### config.mk
export PLATFORM = sky130hd
export DESIGN_NAME = pc_fetch_sequencer_flat
export DESIGN_NICKNAME = d
export VERILOG_FILES = /design/src/rtl/pc_fetch_sequencer_pkg.sv /design/src/rtl/pc_fetch_sequencer_if.sv /design/src/rtl/pc_fetch_sequencer_pc_reg.sv /design/src/rtl/pc_fetch_sequencer.sv /design/src/flat_wrapper.sv
export SDC_FILE = /design/constraint.sdc
export NUM_CORES = 1
export LEC_CHECK = 0
export CAP_MARGIN = 20
export CORE_AREA = 8 8 119 121
export CTS_CLUSTER_SIZE = 16
export DETAILED_ROUTE_END_ITERATION = 12
export DIE_AREA = 0 0 127 129
export PLACE_DENSITY = 0.8
export SYNTH_ARGS = -nofsm -noshare
export SYNTH_HDL_FRONTEND = slang
export SYNTH_HIERARCHICAL = 1
export SYNTH_SLANG_ARGS = --single-unit
### constraint.sdc
create_clock -name clk_i -period 2.2 [get_ports clk_i]
set_clock_uncertainty 0.05 [all_clocks]
set_input_delay 0.33 -clock clk_i [delete_from_list [all_inputs] [get_ports clk_i]]
set_output_delay 0.33 -clock clk_i [all_outputs]
set_load 0.02 [all_outputs]
### src/rtl/pc_fetch_sequencer_pkg.sv
// Shared definitions for the rv32i fetch sequencer: state encodings, instruction size,
// default reset vector and the alignment helper.
package pc_fetch_sequencer_pkg;

  typedef enum logic [1:0] {
    FetchBoot  = 2'd0,
    FetchFetch = 2'd1,
    FetchHold  = 2'd2,
    FetchTrap  = 2'd3
  } fetch_state_e;

  localparam logic [31:0] InstrBytes         = 32'd4;
  localparam logic [31:0] DefaultResetVector = 32'h0000_0000;

  function automatic logic is_word_aligned(input logic [31:0] addr);
    return addr[1:0] == 2'b00;
  endfunction

endpackage

### src/rtl/pc_fetch_sequencer_if.sv
// Bundle of the fetch sequencer's memory, decode and redirect handshakes.
// The master modport is the sequencer itself; slave is memory/decode/execute.
interface pc_fetch_sequencer_if;

  logic        imem_req;
  logic [31:0] imem_addr;
  logic        imem_ack;
  logic [31:0] imem_rdata;
  logic        instr_valid;
  logic [31:0] instr;
  logic [31:0] instr_pc;
  logic        instr_ready;
  logic        redirect;
  logic [31:0] redirect_target;
  logic [31:0] pc;
  logic        misaligned;

  modport master (
    output imem_req,
    output imem_addr,
    input  imem_ack,
    input  imem_rdata,
    output instr_valid,
    output instr,
    output instr_pc,
    input  instr_ready,
    input  redirect,
    input  redirect_target,
    output pc,
    output misaligned
  );

  modport slave (
    input  imem_req,
    input  imem_addr,
    output imem_ack,
    output imem_rdata,
    input  instr_valid,
    input  instr,
    input  instr_pc,
    output instr_ready,
    output redirect,
    output redirect_target,
    input  pc,
    input  misaligned
  );

endinterface

### src/rtl/pc_fetch_sequencer_pc_reg.sv
// Program counter register: synchronous active-high reset to ResetVector, load-enabled update.
module pc_reg
  import pc_fetch_sequencer_pkg::*;
#(
  parameter logic [31:0] ResetVector = DefaultResetVector
) (
  input  logic        clk_i,
  input  logic        reset_i,
  input  logic        load_i,
  input  logic [31:0] pc_d_i,
  output logic [31:0] pc_q_o
);

  logic [31:0] pc_q;

  always_ff @(posedge clk_i) begin
    if (reset_i) begin
      pc_q <= ResetVector;
    end else if (load_i) begin
      pc_q <= pc_d_i;
    end
  end

  assign pc_q_o = pc_q;

endmodule

### src/rtl/pc_fetch_sequencer.sv
// Fetch controller: owns the PC, sequences imem req/ack and decode valid/ready,
// applies execute redirects and traps on misaligned targets.
module pc_fetch_sequencer
  import pc_fetch_sequencer_pkg::*;
#(
  parameter logic [31:0] ResetVector = DefaultResetVector
) (
  input  logic                        clk_i,
  input  logic                        reset_i,
  pc_fetch_sequencer_if.master        bus_io
);

  fetch_state_e state_q, state_d;
  logic [31:0]  instr_q, instr_d;
  logic [31:0]  instr_pc_q, instr_pc_d;
  logic [31:0]  pc_q, pc_d;
  logic         pc_load;

  pc_reg #(
    .ResetVector(ResetVector)
  ) u_pc_reg (
    .clk_i  (clk_i),
    .reset_i(reset_i),
    .load_i (pc_load),
    .pc_d_i (pc_d),
    .pc_q_o (pc_q)
  );

  always_comb begin
    state_d    = state_q;
    instr_d    = instr_q;
    instr_pc_d = instr_pc_q;
    pc_d       = pc_q + InstrBytes;
    pc_load    = 1'b0;

    unique case (state_q)
      FetchBoot: state_d = FetchFetch;
      FetchFetch: begin
        if (bus_io.imem_ack) begin
          instr_d    = bus_io.imem_rdata;
          instr_pc_d = pc_q;
          pc_load    = 1'b1;
          state_d    = FetchHold;
        end
      end
      FetchHold: begin
        if (bus_io.instr_ready) begin
          state_d = FetchFetch;
        end
      end
      FetchTrap: state_d = FetchTrap;
    endcase

    // Redirect overrides any ack/ready this cycle; returned rdata is dropped.
    if ((state_q != FetchTrap) && bus_io.redirect) begin
      instr_d    = instr_q;
      instr_pc_d = instr_pc_q;
      if (is_word_aligned(bus_io.redirect_target)) begin
        pc_d    = bus_io.redirect_target;
        pc_load = 1'b1;
        state_d = FetchFetch;
      end else begin
        pc_load = 1'b0;
        state_d = FetchTrap;
      end
    end
  end

  always_ff @(posedge clk_i) begin
    if (reset_i) begin
      state_q    <= FetchBoot;
      instr_q    <= 32'h0;
      instr_pc_q <= 32'h0;
    end else begin
      state_q    <= state_d;
      instr_q    <= instr_d;
      instr_pc_q <= instr_pc_d;
    end
  end

  // Handshake outputs decode from the state register only, so no input reaches an output.
  assign bus_io.imem_req    = (state_q == FetchFetch);
  assign bus_io.imem_addr   = pc_q;
  assign bus_io.instr_valid = (state_q == FetchHold);
  assign bus_io.instr       = instr_q;
  assign bus_io.instr_pc    = instr_pc_q;
  assign bus_io.pc          = pc_q;
  assign bus_io.misaligned  = (state_q == FetchTrap);

endmodule

### src/flat_wrapper.sv
// flat-port wrapper written by rule: the top's interface ports become plain ports
module pc_fetch_sequencer_flat import pc_fetch_sequencer_pkg::*;
#(
  parameter logic [31:0] ResetVector = DefaultResetVector
)
  (clk_i, reset_i, bus_io_imem_req, bus_io_imem_addr, bus_io_imem_ack, bus_io_imem_rdata, bus_io_instr_valid, bus_io_instr, bus_io_instr_pc, bus_io_instr_ready, bus_io_redirect, bus_io_redirect_target, bus_io_pc, bus_io_misaligned);
  pc_fetch_sequencer_if bus_io_i ();
  input  logic clk_i;
  input  logic reset_i;
  output wire logic [$bits(bus_io_i.imem_req)-1:0] bus_io_imem_req;
  output wire logic [$bits(bus_io_i.imem_addr)-1:0] bus_io_imem_addr;
  input wire logic [$bits(bus_io_i.imem_ack)-1:0] bus_io_imem_ack;
  input wire logic [$bits(bus_io_i.imem_rdata)-1:0] bus_io_imem_rdata;
  output wire logic [$bits(bus_io_i.instr_valid)-1:0] bus_io_instr_valid;
  output wire logic [$bits(bus_io_i.instr)-1:0] bus_io_instr;
  output wire logic [$bits(bus_io_i.instr_pc)-1:0] bus_io_instr_pc;
  input wire logic [$bits(bus_io_i.instr_ready)-1:0] bus_io_instr_ready;
  input wire logic [$bits(bus_io_i.redirect)-1:0] bus_io_redirect;
  input wire logic [$bits(bus_io_i.redirect_target)-1:0] bus_io_redirect_target;
  output wire logic [$bits(bus_io_i.pc)-1:0] bus_io_pc;
  output wire logic [$bits(bus_io_i.misaligned)-1:0] bus_io_misaligned;
  assign bus_io_imem_req = bus_io_i.imem_req;
  assign bus_io_imem_addr = bus_io_i.imem_addr;
  assign bus_io_i.imem_ack = bus_io_imem_ack;
  assign bus_io_i.imem_rdata = bus_io_imem_rdata;
  assign bus_io_instr_valid = bus_io_i.instr_valid;
  assign bus_io_instr = bus_io_i.instr;
  assign bus_io_instr_pc = bus_io_i.instr_pc;
  assign bus_io_i.instr_ready = bus_io_instr_ready;
  assign bus_io_i.redirect = bus_io_redirect;
  assign bus_io_i.redirect_target = bus_io_redirect_target;
  assign bus_io_pc = bus_io_i.pc;
  assign bus_io_misaligned = bus_io_i.misaligned;
  pc_fetch_sequencer #(.ResetVector(ResetVector)) u_core (.clk_i(clk_i), .reset_i(reset_i), .bus_io(bus_io_i));
endmodule
==> flow_summary.json, run 1 <==
{
  "netlist_top_cells_area": "dfxtp_1, nand2_1, a21oi_1, mux2i_1, buf_4",
  "avgSynthCellArea_um2": 7.81,
  "grt_pass1_wl_um": 24100,
  "tightest_slew_ns": 0.513,
  "vias": 4726,
  "synth-edff-count": 0,
  "cts.sinks": 98,
  "finalWirelength_um": 15200,
  "dpl.hpwl_um": 11200,
  "grt-ovfl-total": 0,
  "rsz0062_at_grt": "yes",
  "synthFlopType": "dfxtp_1",
  "ant_nets": 0,
  "min_period_over_period": 0.951,
  "endpoint_kind": "register",
  "grtUsageTotal": 0.183,
  "ctsResizeCount": 0,
  "p_leak_uw": 0.00253,
  "drtIter0Drc": 281,
  "antenna_cells": 0,
  "die_area_mm2": 0.0164,
  "fin_tns_setup_ns": 0,
  "hold_violations": 0,
  "syn_inst": 595,
  "whs_ns": 0.393,
  "ys_warn_count": 6,
  "vias_per_cell": 5.06,
  "placedCellCount": 918,
  "cp_data_required_time_ns": 2.44,
  "synth_top_cell_area_share": 0.422,
  "port-buffer-count": 199,
  "root_buffer": "clkbuf_16",
  "fin_crit_ns": 2.09,
  "die_w_um": 127,
  "start_util": 0.378,
  "cts_setup_buffers": 0,
  "antenna_found_initial": 0,
  "peakVddDrop_v": 0.000283,
  "fmax_mhz": 478,
  "fill_cells": 1118,
  "grt_max_degree": 65,
  "critPathKind": "reg -> reg",
  "status": "finished, final reports clean",
  "cap_violations": 0,
  "post_layout_nonfiller_instances": 934,
  "ys_async_sr_fraction": 0,
  "cp_max_fo": 4,
  "drv_slew": 0,
  "synth.distinct_cells": 38,
  "syn_nets": 665,
  "synth_top_cell_by_area": "dfxtp_1",
  "clk_pin_slew_worst_paths_ns": 0.07,
  "power_density_mw_per_mm2": 591,
  "fp.dieH_um": 129,
  "drc": 0,
  "cts_tree": "done",
  "area_growth_pct": 55.6,
  "startpoint_type": "register",
  "postCtsHoldBufs": 0,
  "cts_made_buffers": 9,
  "design.core.area_mm2": 0.0123,
  "final_net_count": 849,
  "setup_viol": 0,
  "power.total_uw": 4270,
  "insertion_delay_ns": 0.34,
  "grt_pass1_vias": 4611,
  "syn_area_mm2": 0.00465,
  "num_rows": 41,
  "wl_per_cell_um": 16.3,
  "ys_seq_area_frac": 0.422,
  "fin_util": 0.588,
  "drive_gt1_frac": 0.111,
  "drt_pre_antenna_iters": 4,
  "place.gp.congestion": 0.786,
  "h-tree-depth": 3,
  "synth-seq-cells": 98,
  "pin_count": 200,
  "hp-class": "in -> reg",
  "clockBufferDepth": 2,
  "cp.arrival_ns": 2.33,
  "relSlewSlack": 0.658
}
-- cells in the mapped netlist, types with 3 or more instances --
library cell	n
nor2_1	50
or3_1	6
dfxtp_1	98
mux2i_1	32
and4_1	3
buf_12	3
or4_1	10
inv_1	5
a31oi_1	14
and2_1	3
nand3_1	9
o31ai_1	8
xnor2_1	3
o21ai_0	21
nand4_1	10
a21oi_1	65
buf_4	32
buf_1	4
xor2_1	11
nand2_1	156
clkbuf_1	28
-- flip-flops by register name, summed over array words and instances, names as in the netlist --
register,cells
u_core/state_q,2
u_core/bus_io.instr,32
u_core/u_pc_reg/pc_q_o,32
u_core/bus_io.instr_pc,32
-- cell usage in the layout (no fill, tap or decap), types with 4 or more instances in the layout --
cell and count:
nand2_1 154, buf_4 37, inv_1 5, clkbuf_16 9, clkdlybuf4s50_1 198, bufinv_16 4, nand4_1 10, mux2i_1 32
o21ai_0 21, or3_1 6, nor2_1 50, a31oi_1 14, xor2_1 11, dfxtp_1 83, buf_12 8, o31ai_1 8
a21oi_1 65, nand3_1 9, dfxtp_2 15, or4_1 8
-- area by class of cell --
class | instances | area [um2] | share of cell area
repair buffers | 244 | 2430 | 0.336
inverters | 5 | 18.8 | 0.00259
flip-flops and latches | 98 | 1980 | 0.274
clock inverters | 5 | 125 | 0.0173
multi-input cells | 421 | 2250 | 0.311
well taps | 150 | 188 | 0.0259
clock buffers | 11 | 243 | 0.0336
-- final timing paths --
path / startpoint / endpoint / slack [ns] / cells past startpoint
max: u_core/u_pc_reg/pc_q_o[25] / u_core/u_pc_reg/pc_q_o[31] / 0.11 / 6
min: reset_i / u_core/state_q[0] / 0.39 / 2
max reg2reg: u_core/u_pc_reg/pc_q_o[25] / u_core/u_pc_reg/pc_q_o[31] / 0.11 / 6
min reg2reg: u_core/bus_io.instr[24] / u_core/bus_io.instr[24] / 0.40 / 2
-- through the flow --
step | instance area [um2] | setup WS [ns]
final | 7230 | 0.109
after global routing | 7230 | -0.0143
after CTS | 7200 | 0.0782
after detailed placement | 6830 | 0.0123
after global placement | 6830 | 0.0307
after floorplan | 4670 | -0.0202
-- kinds of logic after synthesis --
family                   count (synthesis)  share of synthesized area
buffers and inverters                   76                      0.101
AND/OR/NAND/NOR                        263                      0.249
flip-flops                              98                      0.422
multiplexers                            32                     0.0689
XOR/XNOR                                14                     0.0264
AO/OA/AOI/OAI                          111                      0.129
adder cells (fa/ha/maj)                  1                    0.00269
-- worst max-delay path, stage by stage (launching register included) --
cell     delay, ns
dfxtp_1       0.35
nand4_1       0.19
or4_4         0.61
or4_1         0.47
a31oi_1       0.18
mux2i_1       0.10
nor2_1        0.09
-- power breakdown --
group / switching, uW / leakage (uW) / total, uW / internal (uW)
clock network: 669 / 0.000180 / 1920 / 1260
registers: 20.2 / 0.000799 / 1830 / 1810
logic: 250 / 0.00155 / 523 / 273
total: 939 / 0.00253 / 4270 / 3340
-- metal layers --
layer  vias up  GRT usage  routed length (um)
met5         -          0                   0
met4         0     0.0714                 281
met3        22     0.0513                1050
met2       165      0.303                7230
met1      2195      0.221                6670
li1       2344          -                   -
Power figures use the tool's default switching activity.
==> inputs of run 2 (changes only) <==
--- a/config.mk
+++ b/config.mk
@@ -5,11 +5,12 @@
 export SDC_FILE = /design/constraint.sdc
 export NUM_CORES = 1
 export LEC_CHECK = 0
+export ABC_AREA = 1
 export CAP_MARGIN = 20
-export CORE_AREA = 8 8 119 121
+export CORE_AREA = 8 8 124 126
 export CTS_CLUSTER_SIZE = 16
 export DETAILED_ROUTE_END_ITERATION = 12
-export DIE_AREA = 0 0 127 129
+export DIE_AREA = 0 0 132 134
 export PLACE_DENSITY = 0.8
 export SYNTH_ARGS = -nofsm -noshare
 export SYNTH_HDL_FRONTEND = slang
==> run 2 against run 1 <==
- global-route usage rose by 0.22 points
- worst hold slack got worse by 0.053 ns
- sequential power rose by 7%
- sequential share of layout area fell by 1.3 points
- utilization fell by 3.0 points
- non-clock buffer count fell by 25
- fmax rose by 4.2%
- largest cell class is now multi-input combinational cells
- highest routed layer unchanged
==> flow_summary.json, run 2 <==
{
  "insertion_delay_ns": 0.35,
  "cts_made_buffers": 9,
  "power_density_mw_per_mm2": 625,
  "drtIter0Drc": 243,
  "die_area_mm2": 0.0177,
  "drt_pre_antenna_iters": 5,
  "cp_data_required_time_ns": 1.82,
  "drc": 0,
  "finalWirelength_um": 16200,
  "fmax_mhz": 498,
  "postCtsHoldBufs": 0,
  "antenna_cells": 0,
  "vias_per_cell": 4.60,
  "ant_nets": 0,
  "final_net_count": 1029,
  "num_rows": 43,
  "start_util": 0.391,
  "synthFlopType": "dfxtp_1",
  "hold_start": "reset_i",
  "ctsResizeCount": 0,
  "cp_max_fo": 3,
  "cts.sinks": 98,
  "avgSynthCellArea_um2": 6.62,
  "final_common_cell": "nand2_1",
  "synth-seq-cells": 98,
  "wl_per_cell_um": 14.2,
  "clock_power_share": 0.368,
  "syn_inst": 797,
  "status": "finished, final reports clean",
  "synth_top_cell_area_share": 0.372,
  "fin_crit_ns": 2.01,
  "critPathKind": "reg -> out",
  "clockBufferDepth": 2,
  "port-buffer-count": 199,
  "fp.dieH_um": 134,
  "antenna_found_initial": 0,
  "peakVddDrop_v": 0.000448,
  "fin_area_mm2": 0.00753,
  "hold_violations": 0,
  "drive_gt1_frac": 0.0820,
  "cp_slowest_cell": "clkdlybuf4s50_1",
  "vias": 5259,
  "ys_seq_area_frac": 0.372,
  "final_cell_mix": "nand2_1, clkdlybuf4s50_1, nor2_1",
  "min_period_over_period": 0.912,
  "drv_slew": 0,
  "place.gp.congestion": 0.898,
  "pwr-share-comb": 0.214,
  "area_growth_pct": 42.6,
  "timing.rr.start": "u_core/u_pc_reg/pc_q_o[2]",
  "yosysMostFrequentCell": "nand2_1",
  "clk_pin_slew_worst_paths_ns": 0.06,
  "rsz0062_at_grt": "no",
  "worst-path-buf-inv": 2,
  "h-tree-depth": 3,
  "grt-ovfl-total": 0,
  "root_buffer": "clkbuf_16",
  "cts_setup_buffers": 0,
  "design.core.area_mm2": 0.0135,
  "fin_tns_setup_ns": 0,
  "die_w_um": 132,
  "tightest_slew_ns": 0.568,
  "cp.arrival_ns": 1.63,
  "syn_nets": 867,
  "crit_start": "u_core/state_q[1]",
  "fill_cells": 1303,
  "dpl_cell_area_mm2": 0.00721,
  "cap_violations": 0,
  "synth-edff-count": 0,
  "dpl.hpwl_um": 12200,
  "p_switching_uw": 1310,
  "grt_pass1_wl_um": 26700,
  "netlist_top_cells_area": "dfxtp_1, nand2_1, nor2_1, buf_4, a21oi_1",
  "p_int_uw": 3400,
  "grt_pass1_vias": 5239,
  "synthTopCellsByCount": "nand2_1, nor2_1, dfxtp_1, inv_1, a21oi_1",
  "hp-class": "in -> reg",
  "setup_viol": 0,
  "synth.distinct_cells": 30,
  "pin_count": 200,
  "synth_top_cell_by_area": "dfxtp_1",
  "syn_area_mm2": 0.00528,
  "swShare": 0.278,
  "grtUsageTotal": 0.185,
  "ys_warn_count": 6,
  "crit_family": "buffers and inverters",
  "critPathMaxStageDelay_ns": 0.66,
  "startpoint_type": "register",
  "endpoint_kind": "output pin",
  "grt_max_degree": 53,
  "crit_chain": "inv_1 > nor2_1 > clkdlybuf4s50_1",
  "relSlewSlack": 0.621,
  "cts_tree": "done",
  "ys_async_sr_fraction": 0,
  "p_leak_uw": 0.00289,
  "pwr-share-seq": 0.418
}
run 2: logic make-up (layout without fill, tap and decap cells):
| logic type | count (synthesis) | count (layout) | synth area share |
|---|---|---|---|
| compound gates | 93 | 93 | 0.114 |
| simple gates | 454 | 454 | 0.353 |
| flops | 98 | 98 | 0.372 |
| fa+ha+maj | 1 | 1 | 0.00237 |
| buf+inv | 143 | 309 | 0.146 |
| xor+xnor | 8 | 8 | 0.0133 |
run 2: cell type report:
cell class	instances	area [um2]	area share
multi-input cells	556	2550	0.339
repair buffers	219	2190	0.291
flip-flops and latches	98	1960	0.261
inverters	75	282	0.0374
clock buffers	13	260	0.0346
well taps	180	225	0.0299
clock inverters	2	60.1	0.00798
run 2: worst register-to-register path, delay by kind of cell, from the launching register on:
kind	cells	cell delay (ns)
flops	1	0.43
fa+ha+maj	1	0.27
simple gates	11	0.99
buf+inv	2	0.07
run 2: power groups by stage:
stage / Clock [uW] / Combinational, uW / Sequential (uW)
2_1_floorplan: 0 / 501 / 2080
3_3_place_gp: 0 / 1000 / 2000
3_5_place_dp: 0 / 1010 / 2000
4_1_cts: 1790 / 1020 / 1960
5_1_grt: 1850 / 1110 / 1980
6_report: 1730 / 1010 / 1960
run 2: worst paths after layout:
path | to | slack, ns | depth (start not counted)
worst max-delay path | bus_io_instr_valid | 0.19 | 3
worst max register to register | u_core/u_pc_reg/pc_q_o[28] | 0.28 | 14
worst min-delay path | u_core/state_q[0] | 0.34 | 2
worst min register to register | u_core/bus_io.instr_pc[11] | 0.41 | 2
run 2: stage by stage:
stage | instances | hold slack, ns | power [uW] | util | worst slack, ns
after floorplan | 797 | 0.423 | 2580 | - | 0.418
after global routing | 1143 | 0.381 | 4930 | 0.557 | 0.0110
after global placement | 1128 | 0.401 | 3000 | 0.534 | 0.173
after detailed placement | 1128 | 0.404 | 3020 | 0.534 | 0.119
final | 1143 | 0.341 | 4700 | 0.557 | 0.193
after CTS | 1143 | 0.331 | 4770 | 0.557 | 0.162
run 2: per-layer routing:
layer / vias to the layer above / track usage / wire (um)
met5: - / 0 / 0
li1: 2730 / - / -
met4: 0 / 0.0702 / 328
met3: 25 / 0.0916 / 1930
met1: 2321 / 0.199 / 6550
met2: 183 / 0.308 / 7410
==> inputs of run 3 (changes only) <==
--- a/config.mk
+++ b/config.mk
@@ -7,12 +7,11 @@
 export LEC_CHECK = 0
 export ABC_AREA = 1
 export CAP_MARGIN = 20
-export CORE_AREA = 8 8 124 126
-export CTS_CLUSTER_SIZE = 16
+export CORE_AREA = 8 8 119 121
+export CTS_CLUSTER_SIZE = 8
 export DETAILED_ROUTE_END_ITERATION = 12
-export DIE_AREA = 0 0 132 134
-export PLACE_DENSITY = 0.8
+export DIE_AREA = 0 0 127 129
+export PLACE_DENSITY = 0.81
 export SYNTH_ARGS = -nofsm -noshare
 export SYNTH_HDL_FRONTEND = slang
-export SYNTH_HIERARCHICAL = 1
 export SYNTH_SLANG_ARGS = --single-unit
==> run 3 against run 2 <==
- clock power down 12%
- first-iteration DRC count up 22%
- sequential share of layout area up 2.5 points
- global-route usage down 0.36 points
- combinational power down 20%
- worst setup slack better by 0.052 ns
- area after synthesis down 11%
- synthesized cell count down 17%
- critical endpoint is now bus_io_imem_req
- largest power group unchanged
==> flow_summary.json, run 3 <==
{
  "pin_count": 200,
  "cp.arrival_ns": 1.57,
  "reg2reg_slack_ns": 0.33,
  "relSlewSlack": 0.641,
  "fin_util": 0.559,
  "antenna_cells": 0,
  "fin_crit_ns": 1.95,
  "fp.dieH_um": 129,
  "critPathKind": "reg -> out",
  "avgSynthCellArea_um2": 7.09,
  "clk_pin_slew_worst_paths_ns": 0.07,
  "final_cell_mix": "clkdlybuf4s50_1, nor2_1, nand2_1",
  "clockBufferDepth": 2,
  "syn_inst": 662,
  "dp_slack_ns": 0.210,
  "synth-edff-count": 0,
  "ctsResizeCount": 0,
  "drv_slew": 0,
  "cts_setup_buffers": 0,
  "synth_top_cell_area_share": 0.418,
  "drt_pre_antenna_iters": 4,
  "grt_pass1_vias": 4574,
  "synth.distinct_cells": 34,
  "synthTopCellsByCount": "nor2_1, nand2_1, dfxtp_1, o21ai_0, inv_1",
  "tightest_slew_ns": 0.539,
  "place.gp.congestion": 0.860,
  "die_area_mm2": 0.0164,
  "r2r-end": "u_core.u_pc_reg.pc_q_o[20]",
  "hold_violations": 0,
  "startpoint_type": "register",
  "final_net_count": 895,
  "fmax_mhz": 512,
  "area_growth_pct": 46.5,
  "dpl.hpwl_um": 11400,
  "ant_nets": 0,
  "holdPathEnd": "u_core.bus_io.instr_pc[2]",
  "cts_tree": "done",
  "start_util": 0.381,
  "ys_seq_area_frac": 0.418,
  "cp_data_required_time_ns": 1.82,
  "wl_per_cell_um": 15.4,
  "die_w_um": 127,
  "drive_gt1_frac": 0.0651,
  "finalWirelength_um": 15000,
  "insertion_delay_ns": 0.35,
  "hold_start": "u_core.bus_io.instr_pc[2]",
  "cts.sinks": 98,
  "r2r_cells": 8,
  "p_leak_uw": 0.00260,
  "ys_warn_count": 0,
  "rsz0062_at_grt": "no",
  "design.core.area_mm2": 0.0123,
  "peakVddDrop_v": 0.000343,
  "h-tree-depth": 3,
  "grt_max_degree": 48,
  "synth-seq-cells": 98,
  "grt-ovfl-total": 0,
  "drc": 0,
  "post_layout_nonfiller_instances": 980,
  "ys_async_sr_fraction": 0,
  "fill_cells": 1171,
  "status": "finished, final reports clean",
  "setup_viol": 0,
  "postCtsHoldBufs": 0,
  "cts_made_buffers": 9,
  "syn_area_mm2": 0.00470,
  "endpoint_kind": "output pin",
  "grt_pass1_wl_um": 23500,
  "netlist_top_cells_area": "dfxtp_1, nor2_1, nand2_1, o21ai_0, buf_4",
  "antenna_found_initial": 0,
  "min_period_over_period": 0.888,
  "cp_max_fo": 4,
  "vias_per_cell": 4.87,
  "fin_tns_setup_ns": 0,
  "num_rows": 41,
  "yosysMostFrequentCell": "nor2_1",
  "cap_violations": 0,
  "port-buffer-count": 199,
  "root_buffer": "clkbuf_16",
  "vias": 4774,
  "holdPathStages": 2,
  "synthFlopType": "dfxtp_1",
  "drtIter0Drc": 296,
  "syn_nets": 732,
  "worst_slack_ns": 0.245,
  "power_density_mw_per_mm2": 619,
  "final_common_cell": "clkdlybuf4s50_1",
  "grtUsageTotal": 0.182,
  "synth_top_cell_by_area": "dfxtp_1",
  "placedCellCount": 964,
  "timing.rr.start": "u_core.u_pc_reg.pc_q_o[2]",
  "hp-class": "reg -> reg"
}
==> run 3: cell count changes after synthesis, sizes merged, moves of 6 or more <==
cell    before  now
a211oi      17    1
a21oi       57   43
a31oi        0    7
buf         59   48
clkbuf       9   15
inv         75   64
nand2      277  111
nand3       25   40
nor2       137  117
o21ai       16   88
==> run 3: cells by family after synthesis <==
family	Yosys count	synth area share
adder cells (fa/ha/maj)	1	0.00266
AO/OA/AOI/OAI	143	0.157
AND/OR/NAND/NOR	283	0.264
buffers and inverters	127	0.139
XOR/XNOR	10	0.0187
flip-flops	98	0.418
==> run 3: per-stage QoR <==
step	hold slack (ns)	area, um2	total power [uW]
3_5_place_dp	0.421	6600	2790
3_3_place_gp	0.410	6600	2780
5_1_grt	0.443	6880	4440
6_report	0.427	6880	4260
2_1_floorplan	0.428	4700	2390
4_1_cts	0.434	6880	4300
==> run 3: worst max-delay path by stage <==
stage	end	start	cells past startpoint
floorplan	u_core.u_pc_reg.pc_q_o[16]	u_core.u_pc_reg.pc_q_o[2]	10
global route	u_core.u_pc_reg.pc_q_o[16]	u_core.u_pc_reg.pc_q_o[2]	10
global placement	u_core.u_pc_reg.pc_q_o[4]	bus_io_redirect	7
detailed placement	u_core.u_pc_reg.pc_q_o[4]	bus_io_redirect	7
CTS	bus_io_imem_req	u_core.state_q[0]	3
finish	bus_io_imem_req	u_core.state_q[0]	3
==> run 3: layout make-up <==
class / instances / area, um2 / area share
clock buffer: 11 / 243 / 0.0353
clock inverter: 5 / 40.0 / 0.00582
inverter: 64 / 243 / 0.0353
multi-input combinational: 437 / 2080 / 0.302
sequential: 98 / 1960 / 0.285
tap: 150 / 188 / 0.0273
timing repair buffer: 215 / 2120 / 0.309
==> run 3: routing by layer <==
| layer | GRT usage | routed length (um) | up-vias |
|---|---|---|---|
| li1 | - | - | 2426 |
| met4 | 0.0616 | 182 | 0 |
| met5 | 0 | 0 | - |
| met2 | 0.311 | 7150 | 177 |
| met1 | 0.210 | 6450 | 2155 |
| met3 | 0.0588 | 1260 | 16 |
==> run 3: where the power goes <==
| part | internal (uW) | switching (uW) | leakage, uW |
|---|---|---|---|
| clock | 805 | 713 | 0.000140 |
| combinational | 394 | 409 | 0.00166 |
| sequential | 1870 | 73.4 | 0.000798 |
| total | 3060 | 1200 | 0.00260 |
==> run 3: critical path, cell delays in order (launching register included) <==
cell             delay (ns)
dfxtp_1                0.38
inv_1                  0.09
nor2_4                 0.13
clkdlybuf4s50_1        0.63
